--- src/rtl/cafe_pkg.sv ---
// cafe_pkg: shared encodings for the coffee machine controller and plant.
// Motor command values and the plant's cup-position states.
package cafe_pkg;

    localparam logic [1:0] M_IDLE  = 2'b00;
    localparam logic [1:0] M_ADV   = 2'b01;
    localparam logic [1:0] M_EJECT = 2'b10;
    localparam logic [1:0] M_BAD   = 2'b11;

    typedef enum logic [2:0] {
        EMPTY,
        LOADED,
        MOVING,
        AT_SPOUT,
        EJECTING
    } cup_state_t;

endpackage

--- src/rtl/cafe_if.sv ---
// cafe_if: actuator commands and sensor flags between coffee controller
// and machine (real or plant model).
interface cafe_if;

    logic       cup_in;
    logic [1:0] M;
    logic       G;
    logic       C;
    logic       S2;
    logic       S1;
    logic       S0;
    logic       fault;

    modport master (
        output cup_in, M, G, C,
        input  S2, S1, S0, fault
    );

    modport slave (
        input  cup_in, M, G, C,
        output S2, S1, S0, fault
    );

endinterface

--- src/rtl/cafe_sat_counter.sv ---
// cafe_sat_counter: up/down counter saturating at 0 and MAX, sync clear,
// with a registered at-max flag.
module cafe_sat_counter #(
    parameter int unsigned CW  = 8,
    parameter int unsigned MAX = 8
) (
    input  logic clk,
    input  logic rst_n,
    input  logic clr,
    input  logic up,
    input  logic dn,
    output logic full
);

    localparam logic [CW-1:0] MAXV = CW'(MAX);

    logic [CW-1:0] cnt;
    logic [CW-1:0] cnt_nxt;

    always_comb begin
        cnt_nxt = cnt;
        if (clr)
            cnt_nxt = '0;
        else if (up && !dn && cnt != MAXV)
            cnt_nxt = cnt + 1'b1;
        else if (dn && !up && cnt != '0)
            cnt_nxt = cnt - 1'b1;
    end

    always_ff @(posedge clk or negedge rst_n) begin
        if (!rst_n) begin
            cnt  <= '0;
            full <= 1'b0;
        end else begin
            cnt  <= cnt_nxt;
            full <= (cnt_nxt == MAXV);
        end
    end

endmodule

--- src/rtl/cafe_plant.sv ---
// cafe_plant: self-timed model of the coffee machine mechanics, answering
// the controller's M/G/C commands with S2/S1/S0 sensor flags.
module cafe_plant
    import cafe_pkg::*;
#(
    parameter int unsigned MOVE_CYCLES = 3,
    parameter int unsigned HEAT_CYCLES = 8,
    parameter int unsigned POUR_CYCLES = 5,
    parameter int unsigned CW          = 8
) (
    input  logic   clk,
    input  logic   rst_n,
    cafe_if.slave  bus
);

    localparam logic [CW-1:0] MV_LOAD = CW'(MOVE_CYCLES - 1);

    cup_state_t    state;
    logic [CW-1:0] mv;
    logic          bad;
    logic          pour_up;
    logic          pour_clr;

    assign bad = (bus.M == M_BAD)
               | (bus.C && state != AT_SPOUT)
               | (bus.M == M_EJECT && (state == EMPTY || state == LOADED));

    // pour only counts when the water was already hot at this edge
    assign pour_up  = bus.C && bus.S1 && state == AT_SPOUT;
    assign pour_clr = (state == EJECTING) && (mv == '0);

    always_ff @(posedge clk or negedge rst_n) begin
        if (!rst_n) begin
            state     <= EMPTY;
            mv        <= '0;
            bus.S2    <= 1'b0;
            bus.fault <= 1'b0;
        end else begin
            bus.fault <= bus.fault | bad;
            unique case (state)
                EMPTY: if (bus.cup_in) begin
                    state  <= LOADED;
                    bus.S2 <= 1'b1;
                end
                LOADED: if (bus.M == M_ADV) begin
                    state  <= MOVING;
                    mv     <= MV_LOAD;
                    bus.S2 <= 1'b0;
                end
                MOVING: begin
                    if (mv == '0) state <= AT_SPOUT;
                    else          mv    <= mv - 1'b1;
                end
                AT_SPOUT: if (bus.M == M_EJECT) begin
                    state <= EJECTING;
                    mv    <= MV_LOAD;
                end
                EJECTING: begin
                    if (mv == '0) state <= EMPTY;
                    else          mv    <= mv - 1'b1;
                end
                default: state <= EMPTY;
            endcase
        end
    end

    cafe_sat_counter #(.CW(CW), .MAX(HEAT_CYCLES)) u_heat (
        .clk   (clk),
        .rst_n (rst_n),
        .clr   (1'b0),
        .up    (bus.G),
        .dn    (!bus.G),
        .full  (bus.S1)
    );

    cafe_sat_counter #(.CW(CW), .MAX(POUR_CYCLES)) u_pour (
        .clk   (clk),
        .rst_n (rst_n),
        .clr   (pour_clr),
        .up    (pour_up),
        .dn    (1'b0),
        .full  (bus.S0)
    );

endmodule
--- src/flat_wrapper.sv ---
// flat-port wrapper written by rule: the top's interface ports become plain ports
module cafe_plant_flat import cafe_pkg::*;
#(
    parameter int unsigned MOVE_CYCLES = 3,
    parameter int unsigned HEAT_CYCLES = 8,
    parameter int unsigned POUR_CYCLES = 5,
    parameter int unsigned CW          = 8
)
  (clk, rst_n, bus_cup_in, bus_M, bus_G, bus_C, bus_S2, bus_S1, bus_S0, bus_fault);
  cafe_if bus_i ();
  input  logic clk;
  input  logic rst_n;
  input wire logic [$bits(bus_i.cup_in)-1:0] bus_cup_in;
  input wire logic [$bits(bus_i.M)-1:0] bus_M;
  input wire logic [$bits(bus_i.G)-1:0] bus_G;
  input wire logic [$bits(bus_i.C)-1:0] bus_C;
  output wire logic [$bits(bus_i.S2)-1:0] bus_S2;
  output wire logic [$bits(bus_i.S1)-1:0] bus_S1;
  output wire logic [$bits(bus_i.S0)-1:0] bus_S0;
  output wire logic [$bits(bus_i.fault)-1:0] bus_fault;
  assign bus_i.cup_in = bus_cup_in;
  assign bus_i.M = bus_M;
  assign bus_i.G = bus_G;
  assign bus_i.C = bus_C;
  assign bus_S2 = bus_i.S2;
  assign bus_S1 = bus_i.S1;
  assign bus_S0 = bus_i.S0;
  assign bus_fault = bus_i.fault;
  cafe_plant #(.MOVE_CYCLES(MOVE_CYCLES), .HEAT_CYCLES(HEAT_CYCLES), .POUR_CYCLES(POUR_CYCLES), .CW(CW)) u_core (.clk(clk), .rst_n(rst_n), .bus(bus_i));
endmodule
--- config.mk ---
export PLATFORM = sky130hd
export DESIGN_NAME = cafe_plant_flat
export DESIGN_NICKNAME = d
export VERILOG_FILES = /design/src/rtl/cafe_pkg.sv /design/src/rtl/cafe_if.sv /design/src/rtl/cafe_sat_counter.sv /design/src/rtl/cafe_plant.sv /design/src/flat_wrapper.sv
export SDC_FILE = /design/constraint.sdc
export NUM_CORES = 1
export LEC_CHECK = 0
export BUFFER_PORTS_ARGS = -buffer_cell sky130_fd_sc_hd__buf_2
export CAP_MARGIN = 20
export CELL_PAD_IN_SITES_DETAIL_PLACEMENT = 1
export CELL_PAD_IN_SITES_GLOBAL_PLACEMENT = 2
export CORE_ASPECT_RATIO = 0.7
export CORE_MARGIN = 5
export CORE_UTILIZATION = 25
export CTS_CLUSTER_SIZE = 28
export DETAILED_ROUTE_END_ITERATION = 7
export PLACE_DENSITY = 0.52
export SETUP_SLACK_MARGIN = 0.15
export SYNTH_ARGS = -nofsm -noshare
export SYNTH_HDL_FRONTEND = slang
export SYNTH_HIERARCHICAL = 1
export SYNTH_SLANG_ARGS = --single-unit
--- constraint.sdc ---
create_clock -name clk -period 3.45 [get_ports clk]
set_input_delay 0.69 -clock clk [delete_from_list [all_inputs] [get_ports clk]]
set_output_delay 0.69 -clock clk [all_outputs]
set_load 0.1 [all_outputs]
==> impl_metrics.env, run 1 <==
export IMPL_pwr_share_comb_pct=43.9
export IMPL_die_h_um=88.1
export IMPL_yosysTopAreaCell="dfrtp_1"
export IMPL_cts_root_buffer="clkbuf_16"
export IMPL_clk_pin_slew_ns=0.05
export IMPL_diodes=0
export IMPL_rrSetupSlack_ns=0.72
export IMPL_ir_drop_v=0.000180
export IMPL_path_buf_inv=1
export IMPL_cts_tree="built"
export IMPL_tightest_slew_ns=0.766
export IMPL_placed_area_um2=2380
export IMPL_synthTopCellsByCount="dfrtp_1, nor2_1, nand2_1"
export IMPL_drive_gt1_share_pct=15.7
export IMPL_cts_sinks=31
export IMPL_ctsLongestPathBuffers=2
export IMPL_io_pins=11
export IMPL_end_kind="flip-flop"
export IMPL_syn_inst=237
export IMPL_final_antenna_net_count=0
export IMPL_fp_dieW_um=122
export IMPL_power_density_nw_per_um2=817
export IMPL_slew_headroom_pct=49.0
export IMPL_synth_edf_count=0
export IMPL_rsz0062_at_grt="false"
export IMPL_die_area_um2=10700
export IMPL_wl_mm=5.82
export IMPL_crit_type="flip-flop to flip-flop"
export IMPL_cts_repair_resized=0
export IMPL_antenna_found_initial=0
export IMPL_crit_chain="inv_1 > ha_1 > nor4b_4 > and2b_1 > a31oi_1 > mux2_1 > or4_1 > nor4_2"
export IMPL_grt_pass1_wl_mm=9.89
export IMPL_fp_row_count=28
export IMPL_fin_worst_skew_ns=0.00516
export IMPL_r2r_start="u_core/u_heat/cnt[0]"
export IMPL_syn_area_per_cell_um2=9.18
export IMPL_arrival_ns=2.92
export IMPL_design_area_um2=2520
export IMPL_maxCapViolCount=0
export IMPL_finalHoldViolCount=0
export IMPL_cts_hold_buf=0
export IMPL_swShare_pct=44.6
export IMPL_ys_seq_area_share_pct=35.7
export IMPL_timing_fmax_ghz=0.366
export IMPL_core_um2=8480
export IMPL_p_sw_uw=918
export IMPL_syn_to_final_growth_pct=15.8
export IMPL_crit_required_ns=3.63
export IMPL_first_pass_iters=4
export IMPL_post_cts_buffers=0
export IMPL_grt_use_total_pct=12.0
export IMPL_h_tree_depth=2
export IMPL_start_util_pct=25.7
export IMPL_final_net_count=271
export IMPL_dp_hpwl_mm=4.41
export IMPL_gr_total_overflow=0
export IMPL_worstHoldPathType="primary input to asynchronous set/reset pin"
export IMPL_post_route_min_period_ns=2.73
export IMPL_critPathLaunch="u_core/u_heat/cnt[0]"
export IMPL_setup_viol=0
export IMPL_async_reset_ff_share_pct=100
export IMPL_synth_distinct_cells=69
export IMPL_synth_seq_cells=31
export IMPL_drv_slew=0
export IMPL_synth_flop_cell="dfrtp_1"
export IMPL_drt_iter0_markers=79
export IMPL_yosysMostFrequentCell="dfrtp_1"
export IMPL_wire_per_inst_um=15.5
export IMPL_post_layout_nonfiller_instances=375
export IMPL_grt_max_degree=32
export IMPL_syn_area_um2=2180
export IMPL_fin_tns_setup_ns=0
export IMPL_critical_path_max_stage_delay_ns=0.52
export IMPL_status="finished, final reports clean"
export IMPL_slowest_stage="or4_1"
export IMPL_p_clk_share_pct=21.4
export IMPL_netlist_area_leader_share_pct=35.7
export IMPL_routed_via_count=1777
export IMPL_leakage_uw=0.00105
export IMPL_yosysWarningCount=6
export IMPL_dp_cells=368
export IMPL_first_global_vias=1843
export IMPL_finalCritPeriodShare_pct=79.2
export IMPL_vias_per_cell=4.74
export IMPL_clk_latency_ns=0.28
export IMPL_p_int_uw=1140
export IMPL_critPathTopFamily="simple AND/OR/NAND/NOR gates"
export IMPL_drc=0
export IMPL_crit_fanout=7
export IMPL_start_kind="flip-flop"
export IMPL_numPortBuffers=10
export IMPL_synth_area_leaders="dfrtp_1, ha_1, nor2_1"
export IMPL_post_route_util_pct=29.7
export IMPL_seqPwrFrac_pct=34.6
export IMPL_place_gp_congestion=0.741
export IMPL_cts_buffers=5
## power groups by stage
stage | registers, uW | logic [uW] | clock network (uW)
CTS | 713 | 903 | 463
floorplan | 668 | 732 | 0
detailed placement | 717 | 898 | 0
global route | 748 | 1020 | 480
finish | 713 | 904 | 442
global placement | 724 | 907 | 0
## worst register-to-register path, delay by kind of cell (launching register included)
family	cells	cell delay, ns
muxes	1	0.36
adders and majority gates	1	0.16
and+or+nand+nor	4	1.30
DFF	1	0.45
buffers and inverters	1	0.15
AOI/OAI and AO/OA	1	0.22
## logic make-up after synthesis
family	share of synthesized area [%]
XOR/XNOR	5.18
adder cells (fa/ha/maj)	5.18
other	0.172
flip-flops	35.7
AO/OA/AOI/OAI	19.1
AND/OR/NAND/NOR	28.2
multiplexers	2.01
buffers and inverters	4.48
## metal layers
layer,up-vias,global-route usage (%),routed length [um]
met1,843,19.0,3460
met2,33,15.6,2130
met5,-,0,0
li1,894,-,-
met3,7,2.78,137
met4,0,3.97,90
## flip-flops by register name, indices dropped and copies added (netlist names)
| register | cells |
|---|---|
| u_core/bus.fault | 1 |
| u_core/bus.S2 | 1 |
| u_core/state | 3 |
| u_core/u_pour/cnt | 8 |
| u_core/u_heat/cnt | 8 |
| u_core/u_heat/full | 1 |
| u_core/mv | 8 |
| u_core/u_pour/full | 1 |
## area by class of cell
class	instances	area [um^2]
tap	120	150
sequential	31	776
clock inverter	1	5.00
fill	1031	5960
inverter	15	56.3
timing repair buffer	12	65.1
multi-input combinational	190	1330
clock buffer	6	139
## cell usage in the layout, fill, tap and decap left out, drive strengths merged, types with 6 or more instances in the layout
cell,count
conb,8
buf,12
clkbuf,6
a21oi,12
o21ai,9
dfrtp,31
nor3,8
xnor2,7
ha,9
inv,15
nor2,29
nand3,7
nand2,17
## final timing paths
check / to / depth (start not counted)
setup / recovery: u_core/u_heat/full / 8
max in group asynchronous: u_core/u_pour/cnt[0] / 1
min in group clk: u_core/bus.fault / 1
hold / removal: u_core/mv[7] / 1
setup reg to reg: u_core/u_heat/full / 8
hold reg to reg: u_core/bus.fault / 1
## metrics by stage
step	power [uW]	hold WS (ns)	setup WS [ns]
floorplan	1400	0.394	0.936
global placement	1630	0.503	0.756
detailed placement	1620	0.489	0.713
CTS	2080	0.500	0.719
global route	2240	0.534	0.560
finish	2060	0.481	0.716
No activity file was read; power rests on OpenSTA's default activity.
==> run 2, diff against run 1 <==
--- a/config.mk
+++ b/config.mk
@@ -14,7 +14,7 @@
 export CORE_UTILIZATION = 25
 export CTS_CLUSTER_SIZE = 28
 export DETAILED_ROUTE_END_ITERATION = 7
-export PLACE_DENSITY = 0.52
+export PLACE_DENSITY = 0.54
 export SETUP_SLACK_MARGIN = 0.15
 export SYNTH_ARGS = -nofsm -noshare
 export SYNTH_HDL_FRONTEND = slang
==> constraint.sdc (replaced) <==
create_clock -name clk -period 2.2 [get_ports clk]
set_input_delay 0.44 -clock clk [delete_from_list [all_inputs] [get_ports clk]]
set_output_delay 0.44 -clock clk [all_outputs]
set_load 0.1 [all_outputs]
==> run 2 against run 1 <==
  * The flow now finishes with violations (negative setup slack)
  * Maximum frequency increased by 19%
  * Sequential cell count did not move
  * Sequential share of layout area is 4.3 points lower
  * Clock-buffer cell count grew 1
  * Critical endpoint unchanged
==> impl_metrics.env, run 2 (same netlist as run 1, synthesis figures left out) <==
export IMPL_clk_pin_slew_ns=0.05
export IMPL_drc=0
export IMPL_io_pins=11
export IMPL_total_power_uw=3710
export IMPL_post_layout_nonfiller_instances=418
export IMPL_r2r_start="u_core/u_heat/cnt[0]"
export IMPL_drt_iter0_markers=98
export IMPL_diodes=0
export IMPL_met1_usage_pct=17.1
export IMPL_setup_viol=1
export IMPL_maxCapViolCount=0
export IMPL_final_net_count=313
export IMPL_fp_row_count=28
export IMPL_rsz0062_at_grt="true"
export IMPL_ir_drop_v=0.000376
export IMPL_first_global_vias=1990
export IMPL_reg_top3="u_core/mv: 8 flops, u_core/u_heat/cnt: 8 flops, u_core/u_pour/cnt: 8 flops"
export IMPL_ctsLongestPathBuffers=2
export IMPL_die_area_um2=10700
export IMPL_wire_per_inst_um=13.9
export IMPL_drv_slew=0
export IMPL_gr_total_overflow=0
export IMPL_setup_ws_ns=-0.0895
export IMPL_antenna_found_initial=0
export IMPL_grt_max_degree=14
export IMPL_start_kind="flip-flop"
export IMPL_die_h_um=88.1
export IMPL_final_cell_mix="buf_4, dfrtp_1, nor2_1"
export IMPL_drive_gt1_share_pct=33.2
export IMPL_end_kind="flip-flop"
export IMPL_timing_fmax_ghz=0.437
export IMPL_failed_checks="negative setup slack"
export IMPL_grt_use_total_pct=11.9
export IMPL_design_area_um2=2940
export IMPL_met3_usage_pct=3.62
export IMPL_cts_hold_buf=0
export IMPL_first_pass_iters=4
export IMPL_numPortBuffers=10
export IMPL_post_route_min_period_ns=2.29
export IMPL_core_um2=8480
export IMPL_arrival_ns=2.47
export IMPL_cts_tree="built"
export IMPL_finalHoldViolCount=0
export IMPL_power_density_nw_per_um2=1260
export IMPL_cts_root_buffer="clkbuf_16"
export IMPL_crit_required_ns=2.38
export IMPL_fp_dieW_um=122
export IMPL_status="finished with violations"
export IMPL_rrSetupSlack_ns=-0.09
export IMPL_cts_buffers=5
export IMPL_vias_per_cell=4.54
export IMPL_cts_sinks=31
export IMPL_dp_hpwl_mm=4.61
export IMPL_h_tree_depth=2
export IMPL_wl_mm=5.79
export IMPL_syn_to_final_growth_pct=34.9
export IMPL_final_antenna_net_count=0
export IMPL_finalCritPeriodShare_pct=104
export IMPL_routed_via_count=1897
export IMPL_dp_cells=408
export IMPL_start_util_pct=25.7
export IMPL_final_common_cell="buf_4"
export IMPL_slew_headroom_pct=63.2
export IMPL_tightest_slew_ns=0.546
export IMPL_placed_area_um2=2680
export IMPL_r2r_end="u_core/u_heat/full"
export IMPL_leakage_uw=0.00128
export IMPL_crit_type="flip-flop to flip-flop"
export IMPL_busiest_layer="met2"
export IMPL_clk_latency_ns=0.28
export IMPL_place_gp_congestion=0.785
export IMPL_rr_worst_depth=8
export IMPL_fin_worst_skew_ns=0.00387
export IMPL_grt_pass1_wl_mm=9.95
export IMPL_crit_fanout=2
export IMPL_grtUsageMet2_pct=17.5
export IMPL_worstHoldPathType="primary input to asynchronous set/reset pin"
==> run 2: cell count changes in the layout (fill, tap and decap cells not counted), moves of 2 or more <==
cell and change:
dfrtp_1 -2, nor2_1 -2, nor3_1 -2, buf_4 +42, nor2_4 +2, nor3_2 +2
dfrtp_2 +2
==> run 2: critical path: stages (launching register included) <==
cell and delay, ns:
dfrtp_2 0.41, inv_2 0.06, ha_1 0.14, nor4b_4 0.20
and2b_1 0.23, a31oi_2 0.16, mux2_4 0.32, or4_4 0.54
nor4_4 0.13
==> run 2: how the worst max path moves through the flow <==
stage                                    start                  to  slack [ns]  depth (start not counted)
after floorplan           u_core/u_heat/cnt[1]  u_core/u_heat/full       -0.16                          8
after global placement    u_core/u_heat/cnt[0]  u_core/u_heat/full       -0.06                          8
after detailed placement  u_core/u_heat/cnt[0]  u_core/u_heat/full       -0.18                          8
after CTS                 u_core/u_heat/cnt[0]  u_core/u_heat/full       -0.20                          8
after global routing      u_core/u_heat/cnt[0]  u_core/u_heat/full       -0.26                          8
final                     u_core/u_heat/cnt[0]  u_core/u_heat/full       -0.09                          8
==> run 2: power by group <==
group          switching, uW  internal (uW)  total, uW
Clock                    250            480        731
Sequential               203            774        977
Combinational           1080            923       2000
==> run 2: cell type report <==
cell class / count / area [um^2]
fillers: 1010 / 5540
multi-input cells: 190 / 1410
flip-flops and latches: 31 / 778
repair buffers: 54 / 380
clock buffers: 7 / 153
well taps: 120 / 150
inverters: 15 / 56.3
clock inverters: 1 / 7.51
==> run 2: per-layer routing <==
layer,vias to the layer above,wire [um],share of wire [%]
met5,-,0,0
met3,6,196,3.4
met2,19,2360,41
li1,975,-,-
met4,0,59,1.0
met1,897,3180,55
==> run 2: stage by stage <==
step / utilization, % / setup WS [ns] / hold WS, ns / TNS (ns)
detailed placement: 31.6 / -0.176 / 0.332 / -0.176
floorplan: - / -0.163 / 0.144 / -0.211
CTS: 33.8 / -0.202 / 0.0273 / -0.202
global route: 34.6 / -0.261 / 0.0478 / -0.261
global placement: 31.6 / -0.0577 / 0.332 / -0.0683
finish: 34.6 / -0.0895 / 0.0266 / -0.0895
==> run 2: what timing repair did <==
action                                  CTS  global route
endpoints found under the setup margin    2             6
gates cloned                              0             0
pin swaps                                 4             7
endpoints found under the hold margin     0             0
setup buffers                             0             2
resized for setup                         5            14
==> run 3, diff against run 2 <==
==> constraint.sdc (replaced) <==
create_clock -name clk -period 2 [get_ports clk]
set_input_delay 0.4 -clock clk [delete_from_list [all_inputs] [get_ports clk]]
set_output_delay 0.4 -clock clk [all_outputs]
set_load 0.1 [all_outputs]
==> run 3 against run 2 <==
  * The flow still finishes with violations (negative setup slack)
  * Cell count grew 6.7%
  * Final area increased by 14%
  * First-iteration DRC count fell by 43%
  * Global-route usage grew 0.90 points
  * Sequential power grew 9.5%
  * Clock skew rose by 0.0032 ns
  * Total power up 28%
  * Critical endpoint unchanged
  * Highest routed layer unchanged
==> impl_metrics.env, run 3 (same netlist as run 1, synthesis figures left out) <==
export IMPL_grt_max_degree=14
export IMPL_maxCapViolCount=0
export IMPL_dp_cells=423
export IMPL_cts_root_buffer="clkbuf_16"
export IMPL_grt_use_total_pct=12.8
export IMPL_final_cell_mix="buf_4, dfrtp_1, nor2_1"
export IMPL_first_pass_iters=4
export IMPL_finalCritPeriodShare_pct=116
export IMPL_crit_chain="inv_2 > ha_4 > nor4b_4 > and2b_1 > a31oi_2 > mux2_4 > or4_4 > nor4_4"
export IMPL_critPathTopFamily="simple AND/OR/NAND/NOR gates"
export IMPL_io_pins=11
export IMPL_critical_path_max_stage_delay_ns=0.54
export IMPL_crit_fanout=2
export IMPL_setup_ws_ns=-0.324
export IMPL_rsz0062_at_grt="true"
export IMPL_dp_hpwl_mm=5.04
export IMPL_die_h_um=88.1
export IMPL_start_util_pct=25.7
export IMPL_end_kind="flip-flop"
export IMPL_cts_buffers=5
export IMPL_grt_pass1_wl_mm=10.8
export IMPL_reg_top3="u_core/mv: 8 flops, u_core/u_heat/cnt: 8 flops, u_core/u_pour/cnt: 8 flops"
export IMPL_drc=0
export IMPL_numPortBuffers=10
export IMPL_drive_gt1_share_pct=46.0
export IMPL_ctsLongestPathBuffers=2
export IMPL_diodes=0
export IMPL_slowest_stage="or4_4"
export IMPL_place_gp_congestion=0.742
export IMPL_clk_latency_ns=0.28
export IMPL_final_net_count=341
export IMPL_cts_sinks=31
export IMPL_h_tree_depth=2
export IMPL_cts_tree="built"
export IMPL_fp_row_count=28
export IMPL_routed_via_count=2064
export IMPL_leakage_uw=0.00146
export IMPL_timing_fmax_ghz=0.430
export IMPL_gr_total_overflow=0
export IMPL_rrSetupSlack_ns=-0.32
export IMPL_crit_type="flip-flop to flip-flop"
export IMPL_crit_required_ns=2.18
export IMPL_slew_headroom_pct=63.1
export IMPL_ir_drop_v=0.000445
export IMPL_dr_wl_met3_um=201
export IMPL_tightest_slew_ns=0.548
export IMPL_post_route_min_period_ns=2.32
export IMPL_die_area_um2=10700
export IMPL_arrival_ns=2.50
export IMPL_clk_pin_slew_ns=0.05
export IMPL_final_common_cell="buf_4"
export IMPL_met2_length_mm=2.93
export IMPL_topRoutingLayerUsed="met4"
export IMPL_setup_viol=2
export IMPL_failed_checks="negative setup slack"
export IMPL_drv_slew=0
export IMPL_met1_length_mm=3.37
export IMPL_status="finished with violations"
export IMPL_first_global_vias=2096
export IMPL_fin_worst_skew_ns=0.00702
export IMPL_start_kind="flip-flop"
export IMPL_fp_dieW_um=122
export IMPL_power_density_nw_per_um2=1420
export IMPL_worstHoldPathType="primary input to flip-flop"
export IMPL_syn_to_final_growth_pct=53.6
export IMPL_antenna_found_initial=0
export IMPL_path_buf_inv=1
export IMPL_total_power_uw=4740
export IMPL_drt_iter0_markers=56
export IMPL_post_layout_nonfiller_instances=446
export IMPL_wire_per_inst_um=14.7
export IMPL_wl_mm=6.54
export IMPL_core_um2=8480
export IMPL_finalHoldViolCount=0
export IMPL_final_antenna_net_count=0
export IMPL_vias_per_cell=4.63
-- run 3: power by group --
part	internal (uW)	switching (uW)	leakage, uW
logic	1370	1410	0.000981
registers	851	223	0.000389
clock network	618	275	0.0000868
-- run 3: metal layers --
metal  track usage [%]  vias up
met5                 0        -
met2              19.7       16
met1              18.3     1010
li1                  -     1034
met4              2.44        0
met3              3.36        4
-- run 3: path summary, 6_finish.rpt --
check	from	endpoint	cells after the start
worst max-delay path	u_core/u_heat/cnt[0]	u_core/u_heat/full	8
worst min-delay path	bus_cup_in	u_core/state[0]	3
worst max register to register	u_core/u_heat/cnt[0]	u_core/u_heat/full	8
worst min register to register	u_core/bus.fault	u_core/bus.fault	1
max in group asynchronous	rst_n	u_core/u_heat/full	3
min in group asynchronous	rst_n	u_core/mv[2]	2
-- run 3: final cells by class --
class                   instances  area [um^2]
fillers                       984         5140
multi-input cells             190         1560
flip-flops and latches         31          778
repair buffers                 82          627
well taps                     120          150
clock buffers                   6          139
inverters                      15         56.3
clock inverters                 2         35.0
-- run 3: tightest hold or removal path, stage by stage --
cell     delay [ns]
buf_2          0.12
o21ai_2        0.10
o31ai_1        0.06
-- run 3: repair_timing --
item / 4_1_cts / 5_1_grt
setup endpoints to repair: 21 / 17
hold buffers: 1 / 0
pin swaps: 13 / 14
resized for setup: 30 / 33
buffers inserted: 6 / 8
endpoints found under the hold margin: 9 / 0
-- run 3: per-stage QoR --
step                util [%]  hold slack (ns)  setup WS, ns  instance area (um^2)  setup TNS, ns
global route            39.4            0.460        -0.455                  3340         -0.924
CTS                     37.0            0.445        -0.343                  3140         -0.343
floorplan                  -            0.104        -0.363                  2200         -0.660
finish                  39.4            0.444        -0.324                  3340         -0.403
detailed placement      32.9            0.296        -0.337                  2790         -0.521
global placement        32.9            0.286        -0.253                  2790         -0.369
